--- config.mk ---
export PLATFORM = sky130hd
export DESIGN_NAME = mux_rr_4to1
export DESIGN_NICKNAME = d
export VERILOG_FILES = /design/src/rtl/mux_pkg.sv /design/src/rtl/mux_rr_4to1_arb.sv /design/src/rtl/mux_rr_4to1.sv
export SDC_FILE = /design/constraint.sdc
export NUM_CORES = 1
export LEC_CHECK = 0
export ABC_CLOCK_PERIOD_IN_PS = 3800
export CORE_UTILIZATION = 39
export CTS_BUF_LIST = sky130_fd_sc_hd__clkbuf_4 sky130_fd_sc_hd__clkbuf_8 sky130_fd_sc_hd__clkbuf_16
export CTS_CLUSTER_SIZE = 25
export DETAILED_ROUTE_END_ITERATION = 10
export PLACE_DENSITY = 0.84
export SETUP_SLACK_MARGIN = 0.1
export SLEW_MARGIN = 20
export SYNTH_ARGS = -nofsm -noshare
export SYNTH_HDL_FRONTEND = slang
export SYNTH_SLANG_ARGS = --single-unit
--- constraint.sdc ---
create_clock -name clk -period 3.8 [get_ports clk]
set_input_delay 1.14 -clock clk [delete_from_list [all_inputs] [get_ports clk]]
set_output_delay 1.14 -clock clk [all_outputs]
set_load 0.05 [all_outputs]
--- src/rtl/mux_pkg.sv ---
// Shared definitions for the round-robin merge path and its demux_1to4 partner.
// sel_t is the channel tag carried with every beat on the merged stream.
package mux_pkg;

    localparam int NCH   = 4;
    localparam int SEL_W = 2;

    typedef logic [SEL_W-1:0] sel_t;

    // Next channel index in round-robin order; wraps 3 -> 0 naturally.
    function automatic sel_t sel_inc(input sel_t s);
        return s + sel_t'(1);
    endfunction

endpackage

--- src/rtl/mux_rr_4to1_arb.sv ---
// Combinational 4-way round-robin arbiter: the channel at ptr has top priority,
// then ptr+1, ptr+2, ptr+3 (mod 4). Grant is suppressed when en is low.
module rr_arbiter_4
    import mux_pkg::*;
(
    input  logic [NCH-1:0] req,
    input  sel_t           ptr,
    input  logic           en,
    output logic [NCH-1:0] gnt_oh,
    output sel_t           gnt,
    output logic           any
);

    logic found;
    sel_t idx;

    always_comb begin
        gnt   = '0;
        found = 1'b0;
        idx   = '0;
        for (int k = 0; k < NCH; k++) begin
            idx = ptr + sel_t'(k);
            if (!found && req[idx]) begin
                gnt   = idx;
                found = 1'b1;
            end
        end
    end

    assign any = |req;

    always_comb begin
        gnt_oh = '0;
        if (en && found) begin
            gnt_oh[gnt] = 1'b1;
        end
    end

endmodule

--- src/rtl/mux_rr_4to1.sv ---
// 4-to-1 round-robin merge with a registered output stage and valid/ready handshake.
// The beat is tagged with its source channel on sel so demux_1to4 can route it back.
//
// state    | meaning
// ST_EMPTY | output register holds no beat (dout_valid = 0)
// ST_FULL  | output register holds a beat waiting for dout_ready
module mux_rr_4to1
    import mux_pkg::*;
#(
    parameter int WIDTH = 8
) (
    input  logic                 clk,
    input  logic                 rst,
    input  logic [NCH-1:0]       din_valid,
    input  logic [NCH*WIDTH-1:0] din,
    output logic [NCH-1:0]       din_ready,
    output logic                 dout_valid,
    output logic [WIDTH-1:0]     dout,
    output sel_t                 sel,
    input  logic                 dout_ready
);

    localparam logic [0:0] ST_EMPTY = 1'b0;
    localparam logic [0:0] ST_FULL  = 1'b1;

    logic [0:0]       state_q, state_d;
    logic [WIDTH-1:0] dout_q, dout_d;
    sel_t             sel_q, sel_d;
    sel_t             ptr_q, ptr_d;

    logic             load;
    logic [NCH-1:0]   gnt_oh;
    sel_t             gnt;
    logic             any_req;
    logic [WIDTH-1:0] din_ch [NCH];

    always_comb begin
        for (int i = 0; i < NCH; i++) begin
            din_ch[i] = din[i*WIDTH +: WIDTH];
        end
    end

    // The output stage can take a beat when it is empty or being drained this cycle.
    assign load = (state_q == ST_EMPTY) || dout_ready;

    // Gating with rst keeps producers from seeing an accept that the reset will discard.
    rr_arbiter_4 u_arb (
        .req    (din_valid),
        .ptr    (ptr_q),
        .en     (load && !rst),
        .gnt_oh (gnt_oh),
        .gnt    (gnt),
        .any    (any_req)
    );

    assign din_ready = gnt_oh;

    always_comb begin
        state_d = state_q;
        dout_d  = dout_q;
        sel_d   = sel_q;
        ptr_d   = ptr_q;
        if (load) begin
            if (any_req) begin
                state_d = ST_FULL;
                dout_d  = din_ch[gnt];
                sel_d   = gnt;
                ptr_d   = sel_inc(gnt);
            end else begin
                state_d = ST_EMPTY;
            end
        end
    end

    always_ff @(posedge clk or posedge rst) begin
        if (rst) begin
            state_q <= ST_EMPTY;
            dout_q  <= '0;
            sel_q   <= '0;
            ptr_q   <= '0;
        end else begin
            state_q <= state_d;
            dout_q  <= dout_d;
            sel_q   <= sel_d;
            ptr_q   <= ptr_d;
        end
    end

    assign dout_valid = (state_q == ST_FULL);
    assign dout       = dout_q;
    assign sel        = sel_q;

endmodule

# After elaboration in Yosys (flattened, before gate mapping)
# Index checks and enable logic that the tools add are counted.
# totals
reg_bits,13
in_bits,39
output_inout_bits,15
wordCells,53
# op_classes
addsub,4
magnitude_cmp,7
muxes,23
bitwise_logic,2
reduce_logical,13
# ops
cell,count
$bmux 8 s2,1
$mux 8,2
$lt 2x3->1 const B,5
$mux 1,10
$bmux 1 s2,4
$mux 2,4
$logic_and 1x1->1,6
$add 2x1->2 const B,2
$add 2x2->2 const B,2
$logic_not 1->1,4
$mux 4,1
$reduce_or 4->1,1
$ge 3x3->1 const B,1
$not 2->3,1
$demux 1 s2,1
$ge 2x1->1 const B,1
$reduce_and 2->1,1
$logic_or 1x1->1,1
$not 1->1,1

# Depth between registers and ports, before layout
# Gate-level depths: netlist of run 1.
# logic_depth
ltp_word,17
depth_mapped,7
depth_no_buf,5

# Modules after synthesis
# A second synthesis of run 1 with hierarchy kept.
# hier_totals
cells_unflattened,63
area_unflattened_um2,825.8
# by_module_without_submodules
module,n_inst,cells_per_inst,area_each_um2,seq_area_each_um2
mux_rr_4to1,1,43,700.7,325.3
rr_arbiter_4,1,20,125.1,0.0

# Least setup slack after synthesis of run 1
# Ideal clock, no wire load.
# synth_path
path_type,input to output
from,input din_valid[0]
to,output din_ready[0]
arrival_ps,3213
required_time_ps,2660
path_slack_ps,-553
stages,6
n_path_buf,2
cell_sequence,a21oi_1 o21ai_1 o2bb2a_2 buf_6 buf_6 nor4_1
# synth_between
elab_chain_len,17
elab_cells_between_ends,29
cone_classes,2 x order compare; 19 x mux; 8 x reduce/logical
# synth_lines
item,line_no,text
start: declaration,mux_rr_4to1.sv:14,"input logic [NCH-1:0] din_valid,"
$bmux 1 s2,mux_rr_4to1_arb.sv:23,if (!found && req[idx]) begin
$mux 1 (not written as such),mux_rr_4to1_arb.sv:23,
$mux 1,mux_rr_4to1_arb.sv:23,
$logic_not 1->1,mux_rr_4to1_arb.sv:23,
$logic_and 1x1->1,mux_rr_4to1_arb.sv:23,
$mux 1,mux_rr_4to1_arb.sv:23,
$logic_not 1->1,mux_rr_4to1_arb.sv:23,
$logic_and 1x1->1,mux_rr_4to1_arb.sv:23,
$mux 1,mux_rr_4to1_arb.sv:23,
$logic_not 1->1,mux_rr_4to1_arb.sv:23,
$logic_and 1x1->1,mux_rr_4to1_arb.sv:23,
$mux 2,mux_rr_4to1_arb.sv:23,
$lt 2x3->1 (not written as such) or $ge 2x1->1 (tied branches),mux_rr_4to1_arb.sv:35,gnt_oh[gnt] = 1'b1;
$logic_and 1x1->1 (not written as such),mux_rr_4to1_arb.sv:35,
$mux 1 (not written as such),mux_rr_4to1_arb.sv:35,
$demux 1 s2,-,
$mux 4 *,mux_rr_4to1_arb.sv:34,if (en && found) begin
end: declaration,mux_rr_4to1.sv:16,"output logic [NCH-1:0] din_ready,"
# Every way passes the cells marked *; elsewhere a longest branch is shown, timed or not. The select of a mux whose other input is x is not followed.

# Worst setup path in the final report of run 1
# layout_path
from,input dout_ready
to,output din_ready[0]
# layout_between
elab_chain_len,4
# layout_lines
item,line_no,text
start: declaration,mux_rr_4to1.sv:20,input logic dout_ready
$logic_or 1x1->1,mux_rr_4to1.sv:44,assign load = (state_q == ST_EMPTY) || dout_ready;
$logic_and 1x1->1,mux_rr_4to1.sv:50,".en (load && !rst),"
$logic_and 1x1->1,mux_rr_4to1_arb.sv:34,
$mux 4,mux_rr_4to1_arb.sv:34,
# No other way between the ends.

==> key figures, run 1 <==
Run
  – Max-cap violations: 0

Cells and area
  – Fin area: 1470 um2
  – Synth-to-Final Area Change: 69.4%
  – Final net count: 180
  – # fillers: 146
  – ANT cells: 0
  – Final core utilization: 0.726
  – Share of cells above drive strength 1: 0.179
  – Non-Filler Instances: 167

Floorplan
  – Cell row count: 16
  – # IOs: 54
  – Die Ht: 49.2 um
  – Initial Utilization: 0.429
  – Die Width: 49.2 um
  – Full die area: 2420 um2
  – Core Region: 2020 um2

Setup path
  – Critical Path Source Type: input pin
  – Worst R2R Setup Slack: 1.95 ns
  – WS Path Type: in2out
  – Arrival time at the worst endpoint: 2.50 ns
  – CP Capture Type: primary output
  – RR Startpoint: ptr_q[1]$_DFFE_PP0P_
  – Worst EP required: 2.66 ns
  – CP Max Fanout: 16
  – Reg2reg path depth: 6
  – Reg2reg end: dout[0]$_DFFE_PP0P_

Logic synthesis
  – Synth Cell Area: 867 um2
  – Yosys top cell area share: 0.375
  – Post-synthesis sequential area ratio: 0.375
  – Largest family of logic cells by synthesized area: multiplexers
  – Compound-cell area share of the yosys netlist: 0.180
  – Top cell type by total area after synthesis: dfrtp_1
  – Synth unique cells: 23
  – Post-synthesis mux area share: 0.209
  – Post-Synth XOR/XNOR Area: 0.0101
  – Largest cells by area after synthesis: dfrtp_1 38%, mux2i_1 20%, o221ai_1 8.1%, nand2_1 5.6%, buf_6 5.2%
  – Synth Area in Adders: 0
  – Post-Syn Nets: 121
  – Synth Instances: 82
  – Syn. warnings: 0
  – Yosys reg bits: 13
  – Post-Syn Area per Cell: 10.6 um2
  – Simple-gate portion of the synthesized area: 0.133

Clock network
  – Worst-path clk slew: 0.08 ns
  – Clk root buf: clkbuf_4
  – Skew-Pair Late Insertion Delay: 0.28 ns
  – CTS Sinks: 13
  – Num CTS Buffers: 3
  – CTS tree: yes
  – Clock Tree Buf Depth: 2
  – CTS H-Tree Depth: 1

Route
  – Initial drt markers: 7
  – Vias per cell: 5.18
  – Final ANT Viol Nets: 0
  – Detailed Route WL: 2370 um
  – Wire per inst: 14.2 um
  – First drt pass iteration count: 4
  – Total number of vias: 865
  – DR DRC count: 0

STA
  – Clock skew: 0.00482 ns
  – Normalized max-slew margin: 0.657
  – Hold Vio Cnt, Final: 0
  – RSZ-0062 raised after global routing: false
  – Final Slew Violations: 0
  – Final setup viols: 0
  – Period utilization: 0.957
  – Max frequency: 0.275 GHz
  – Minimum clock period: 3.64 ns
  – Worst Tran Pin Value: 0.513 ns

Global routing
  – Initial antenna violation count: 0
  – Vias in the first global route: 868
  – Largest net degree at the start of global routing: 18
  – GR Overflow Total: 0
  – GRT Total Usage: 0.209
  – First-pass GRT wire length: 3810 um

Placed design
  – Placed insts: 162
  – Routability Congestion: 0.741
  – Area post-placement: 1430 um2
  – # port buffers: 53
  – Final HPWL DP: 1840 um

Power
  – Pwr/cell area: 524 nW/um2
  – P_leak: 0.000644 uW
  – Maximum VDD drop: 426 uV

Worst hold path
  – HP Class: reg2reg
  – Worst Hold Path EP: dout[2]$_DFFE_PP0P_
  – Min-delay src: dout[2]$_DFFE_PP0P_
  – Worst hold path depth: 2

Run status
  – Status: completed
[cell usage in the layout (no fill, tap or decap)]
| cell type | Yosys | final |
|---|---|---|
| a21boi_0 | 1 | 1 |
| a21oi_1 | 3 | 2 |
| a21oi_2 | 0 | 1 |
| a311oi_2 | 1 | 1 |
| and3_2 | 1 | 1 |
| and3b_2 | 1 | 1 |
| buf_12 | 1 | 1 |
| buf_4 | 0 | 10 |
| clkbuf_4 | 0 | 4 |
| clkdlybuf4s50_1 | 0 | 45 |
| dfrtp_1 | 13 | 13 |
| dlygate4sd2_1 | 0 | 4 |
| inv_1 | 3 | 3 |
| mux2_2 | 1 | 1 |
| mux2i_1 | 17 | 17 |
| nand2_1 | 13 | 13 |
| nand2b_1 | 3 | 2 |
| nand2b_4 | 0 | 1 |
| nor2_1 | 3 | 3 |
| nor4_1 | 2 | 1 |
| nor4_4 | 0 | 1 |
| o21ai_0 | 1 | 1 |
| o21ai_1 | 1 | 1 |
| o221ai_1 | 8 | 8 |
| o2bb2a_2 | 1 | 1 |
| o41ai_4 | 1 | 1 |
| or2_2 | 1 | 1 |
| xnor2_1 | 1 | 1 |
[power by group]
group	switching (uW)	internal, uW	total, uW	leakage, uW
sequential	30.8	182	213	0.000155
clock	46.7	47.8	94.5	0.0000184
combinational	269	194	463	0.000471
total	346	424	770	0.000644
[worst max-delay path by stage]
stage / from / to / slack [ns] / cells after the start
3_3_place_gp: din_valid[0] / din_ready[3] / 0.02 / 6
2_1_floorplan: din_valid[2] / din_ready[1] / 0.13 / 5
4_1_cts: dout_ready / din_ready[0] / 0.15 / 6
5_1_grt: dout_ready / din_ready[0] / 0.11 / 6
3_5_place_dp: din_valid[0] / din_ready[3] / -0.02 / 6
6_report: dout_ready / din_ready[0] / 0.16 / 6
[through the flow]
stage          TNS (ns)  hold slack (ns)  worst slack (ns)  total power (uW)
3_5_place_dp    -0.0312            0.480           -0.0212               673
4_1_cts               0            0.503             0.155               775
5_1_grt               0            0.534             0.110               808
6_report              0            0.496             0.164               770
2_1_floorplan         0            0.542             0.126               533
3_3_place_gp          0            0.474            0.0172               663
[Yosys cell counts (all sizes together)]
| cell type | n |
|---|---|
| mux2i | 17 |
| dfrtp | 13 |
| nand2 | 13 |
| o221ai | 8 |
| buf | 5 |
| a21oi | 3 |
| inv | 3 |
| nand2b | 3 |
| nor2 | 3 |
| nor4 | 2 |
| o21ai | 2 |
| a21boi | 1 |
| a311oi | 1 |
| and3 | 1 |
| and3b | 1 |
| clkbuf | 1 |
| mux2 | 1 |
| o2bb2a | 1 |
| o41ai | 1 |
| or2 | 1 |
| xnor2 | 1 |
[kinds of logic (layout without fill, tap and decap cells)]
logic type,after synthesis,after routing
AND/OR/NAND/NOR,24,24
flip-flops,13,13
XOR/XNOR,1,1
buffers and inverters,9,67
multiplexers,18,18
AO/OA/AOI/OAI,17,17
[layer usage]
metal | routed length (um) | global-route usage | vias up
li1 | - | - | 417
met1 | 954 | 0.240 | 415
met2 | 1260 | 0.365 | 29
met3 | 121 | 0.0623 | 4
met4 | 34 | 0.0686 | 0
met5 | 0 | 0 | -
[registers in the layout, indices dropped and copies added (netlist names)]
signal and flops:
dout 8, dout_valid 1, ptr_q 2, sel 2
[worst max-delay path, cell delays in order]
cell and delay (ns):
clkdlybuf4s50_1 0.46, nand2b_4 0.13, o41ai_4 0.07, buf_4 0.20, nor4_4 0.32, buf_12 0.18
[area by class of cell]
class / count / area [um2] / share of cell area
clock buffer: 4 / 30.0 / 0.0204
sequential: 13 / 325 / 0.221
tap: 27 / 33.8 / 0.0230
multi-input combinational: 60 / 488 / 0.332
timing repair buffer: 60 / 581 / 0.395
inverter: 3 / 11.3 / 0.00767
[repair_timing]
action | CTS | global route
endpoints found under the setup margin | 4 | 0
hold buffers | 0 | 0
buffers inserted | 1 | 0
resized for setup | 6 | 0
endpoints found under the hold margin | 0 | 0
(Power assumes the default switching activity.)
==> run 2: changes to the inputs <==
CORE_ASPECT_RATIO = 1.1   (was not set)
==> run 2 against run 1 <==
Against the previous run: sequential share of layout area fell by 0.35 points; sequential cell count unchanged; worst setup slack improved by 0.0088 ns; die area about the same; largest power group unchanged; clock-buffer cell count stayed put; maximum frequency is 0.24% higher; combinational power increased by 1%; highest routed layer unchanged; clock power is 3.3% lower; utilization increased by 0.45 points; wire length down 2.9%; worst hold slack better by 0.0052 ns.
==> key figures, run 2 (same netlist as run 1, synthesis figures left out) <==
Floorplan
  – Core Region: 2040 um2 (+0.99%)
  – Die Width: 47.0 um (-4.5%)
  – Cell row count: 17 (+1)
  – Initial Utilization: 0.425 (-0.00420)
  – Die Ht: 51.5 um (+4.7%)
  – # IOs: 54 (unchanged)
  – Full die area: 2420 um2 (about the same)

Cells and area
  – Commonest non-fill, non-tap cells in the layout: 45 x clkdlybuf4s50_1, 17 x mux2i_1, 13 x nand2_1, 13 x dfrtp_1, 10 x buf_4
  – Max reg flops: 8 (unchanged)
  – Commonest non-fill, non-tap cell in the layout: clkdlybuf4s50_1
  – Final net count: 181 (+0.56%)
  – Share of cells above drive strength 1: 0.177 (-0.00127)
  – Synth-to-Final Area Change: 72.1%
  – ANT cells: 0 (unchanged)

Setup path
  – CP Capture Type: primary output
  – Worst EP required: 2.66 ns (about the same)
  – WS Path Type: in2out
  – Worst path max stage delay: 0.37 ns (-0.09 ns)
  – Crit-path most repeated cell: buf_4
  – Arrival time at the worst endpoint: 2.49 ns (about the same)
  – Slowest stage cell, crit path: o41ai_4
  – CP Max Fanout: 5 (-11)
  – CP Cell Sequence: dlygate4sd2_1 > buf_4 > o41ai_4 > nor2_1 > and3b_2 > buf_4
  – Critical Path Source Type: input pin
  – Worst R2R Setup Slack: 1.80 ns (-0.15 ns)

Power
  – Switching Share: 0.447 (-0.00291)
  – Maximum VDD drop: 390 uV (-8.4%)
  – Clock power share: 0.118 (-0.005)
  – Psw: 346 uW (-0.16%)
  – P_leak: 0.000652 uW (+1.3%)
  – Sequential power share: 0.276 (about the same)
  – Pint: 428 uW (+1.0%)
  – Pwr/cell area: 518 nW/um2 (-1.1%)
  – Logic gate share of total power: 0.606 (+0.005)

STA
  – Final Slew Violations: 0 (unchanged)
  – Setup TNS: 0 ns (unchanged)
  – RSZ-0062 raised after global routing: false
  – Max frequency: 0.276 GHz (+0.24%)
  – Hold Vio Cnt, Final: 0 (unchanged)
  – Period utilization: 0.955 (-0.00231)
  – Setup ws final: 0.173 ns (+0.00878 ns)
  – Normalized max-slew margin: 0.646 (-0.0112)
  – Worst Tran Pin Value: 0.530 ns (+0.0168 ns)
  – Final setup viols: 0 (unchanged)
  – Clock skew: 0.00427 ns (-0.000553 ns)
  – Minimum clock period: 3.63 ns (-0.00878 ns)

Clock network
  – Worst-path clk slew: 0.08 ns (about the same)
  – CTS tree: yes
  – Skew-Pair Late Insertion Delay: 0.27 ns (about the same)
  – Num CTS Buffers: 3 (unchanged)
  – Clock Tree Buf Depth: 2 (unchanged)
  – CTS Sinks: 13 (unchanged)
  – Clk root buf: clkbuf_4
  – CTS H-Tree Depth: 1 (unchanged)

Global routing
  – First-pass GRT wire length: 3590 um (-5.6%)
  – GR Overflow Total: 0 (unchanged)
  – Vias in the first global route: 842 (-3.0%)
  – GRT Total Usage: 0.208 (-0.00132)
  – Largest net degree at the start of global routing: 19 (+1)
  – Initial antenna violation count: 0 (unchanged)

Placed design
  – # port buffers: 53 (unchanged)
  – Final HPWL DP: 1770 um (-3.7%)
  – Pre-CTS WS: 0.00574 ns (+0.0269 ns)
  – Routability Congestion: 0.848 (+14%)

Route
  – Wire per inst: 13.6 um (-4.1%)
  – Detailed Route WL: 2300 um (-2.9%)
  – Vias per cell: 5.05 (-2.6%)
  – Final ANT Viol Nets: 0 (unchanged)
  – First drt pass iteration count: 4 (unchanged)
  – Total number of vias: 853 (-1.4%)
  – Initial drt markers: 10 (+3)
  – DR DRC count: 0 (unchanged)

Worst hold path
  – HP Class: reg2reg

Run status
  – Status: completed

Run
  – Max-cap violations: 0 (unchanged)
-- run 2: cell types whose count changed in the layout (fill, tap and decap cells not counted) --
cell,before,now
buf_6,0,1
dlygate4sd2_1,4,3
a311oi_2,1,0
and3_4,0,1
nand2b_4,1,0
a311oi_4,0,1
nand2b_1,2,3
dlymetal6s2s_1,0,1
and3_2,1,0
-- run 2: what timing repair did --
action / CTS / global route
setup endpoints to repair: 4 / 4
hold buffers: 0 / 0
pin swaps: 3 / 3
gates resized for setup: 5 / 3
setup buffers: 0 / 1
-- run 2: path summary, 6_finish.rpt --
check                                     start                    to  cells after the start
max                                din_valid[0]          din_ready[2]                      6
min                         dout[5]$_DFFE_PP0P_   dout[5]$_DFFE_PP0P_                      2
max reg2reg                ptr_q[1]$_DFFE_PP0P_   dout[4]$_DFFE_PP0P_                      7
min reg2reg                 dout[5]$_DFFE_PP0P_   dout[5]$_DFFE_PP0P_                      2
max in group asynchronous                   rst  ptr_q[0]$_DFFE_PP0P_                      2
min in group asynchronous                   rst   dout[1]$_DFFE_PP0P_                      2
-- run 2: final cells by class --
type                       count  area, um2
timing repair buffer          61        596
fill                         156        549
multi-input combinational     60        495
sequential                    13        325
tap                           28       35.0
clock buffer                   4       30.0
inverter                       3       11.3
-- run 2: metal layers --
layer	part of all wire	track usage
met2	0.55	0.354
met5	0	0
met1	0.40	0.257
met3	0.037	0.0318
met4	0.0070	0.0714
-- run 2: power groups by stage --
| stage | Clock (uW) | Combinational (uW) | Sequential, uW |
|---|---|---|---|
| 2_1_floorplan | 0 | 193 | 339 |
| 5_1_grt | 102 | 492 | 219 |
| 3_3_place_gp | 0 | 452 | 211 |
| 3_5_place_dp | 0 | 459 | 214 |
| 6_report | 91.4 | 469 | 213 |
| 4_1_cts | 93.8 | 465 | 213 |
-- run 2: worst max-delay path, delay by kind of cell --
| kind | cells | cell delay, ns |
|---|---|---|
| buffers and inverters | 3 | 0.62 |
| AO/OA/AOI/OAI | 1 | 0.37 |
| AND/OR/NAND/NOR | 2 | 0.36 |
-- run 2: through the flow --
stage | instances | power, uW | area [um2] | hold slack [ns] | util
2_1_floorplan | 82 | 533 | 882 | 0.542 | -
3_3_place_gp | 164 | 663 | 1430 | 0.474 | 0.702
3_5_place_dp | 164 | 673 | 1430 | 0.482 | 0.702
4_1_cts | 168 | 772 | 1480 | 0.501 | 0.722
5_1_grt | 169 | 813 | 1490 | 0.533 | 0.731
6_report | 169 | 774 | 1490 | 0.502 | 0.731
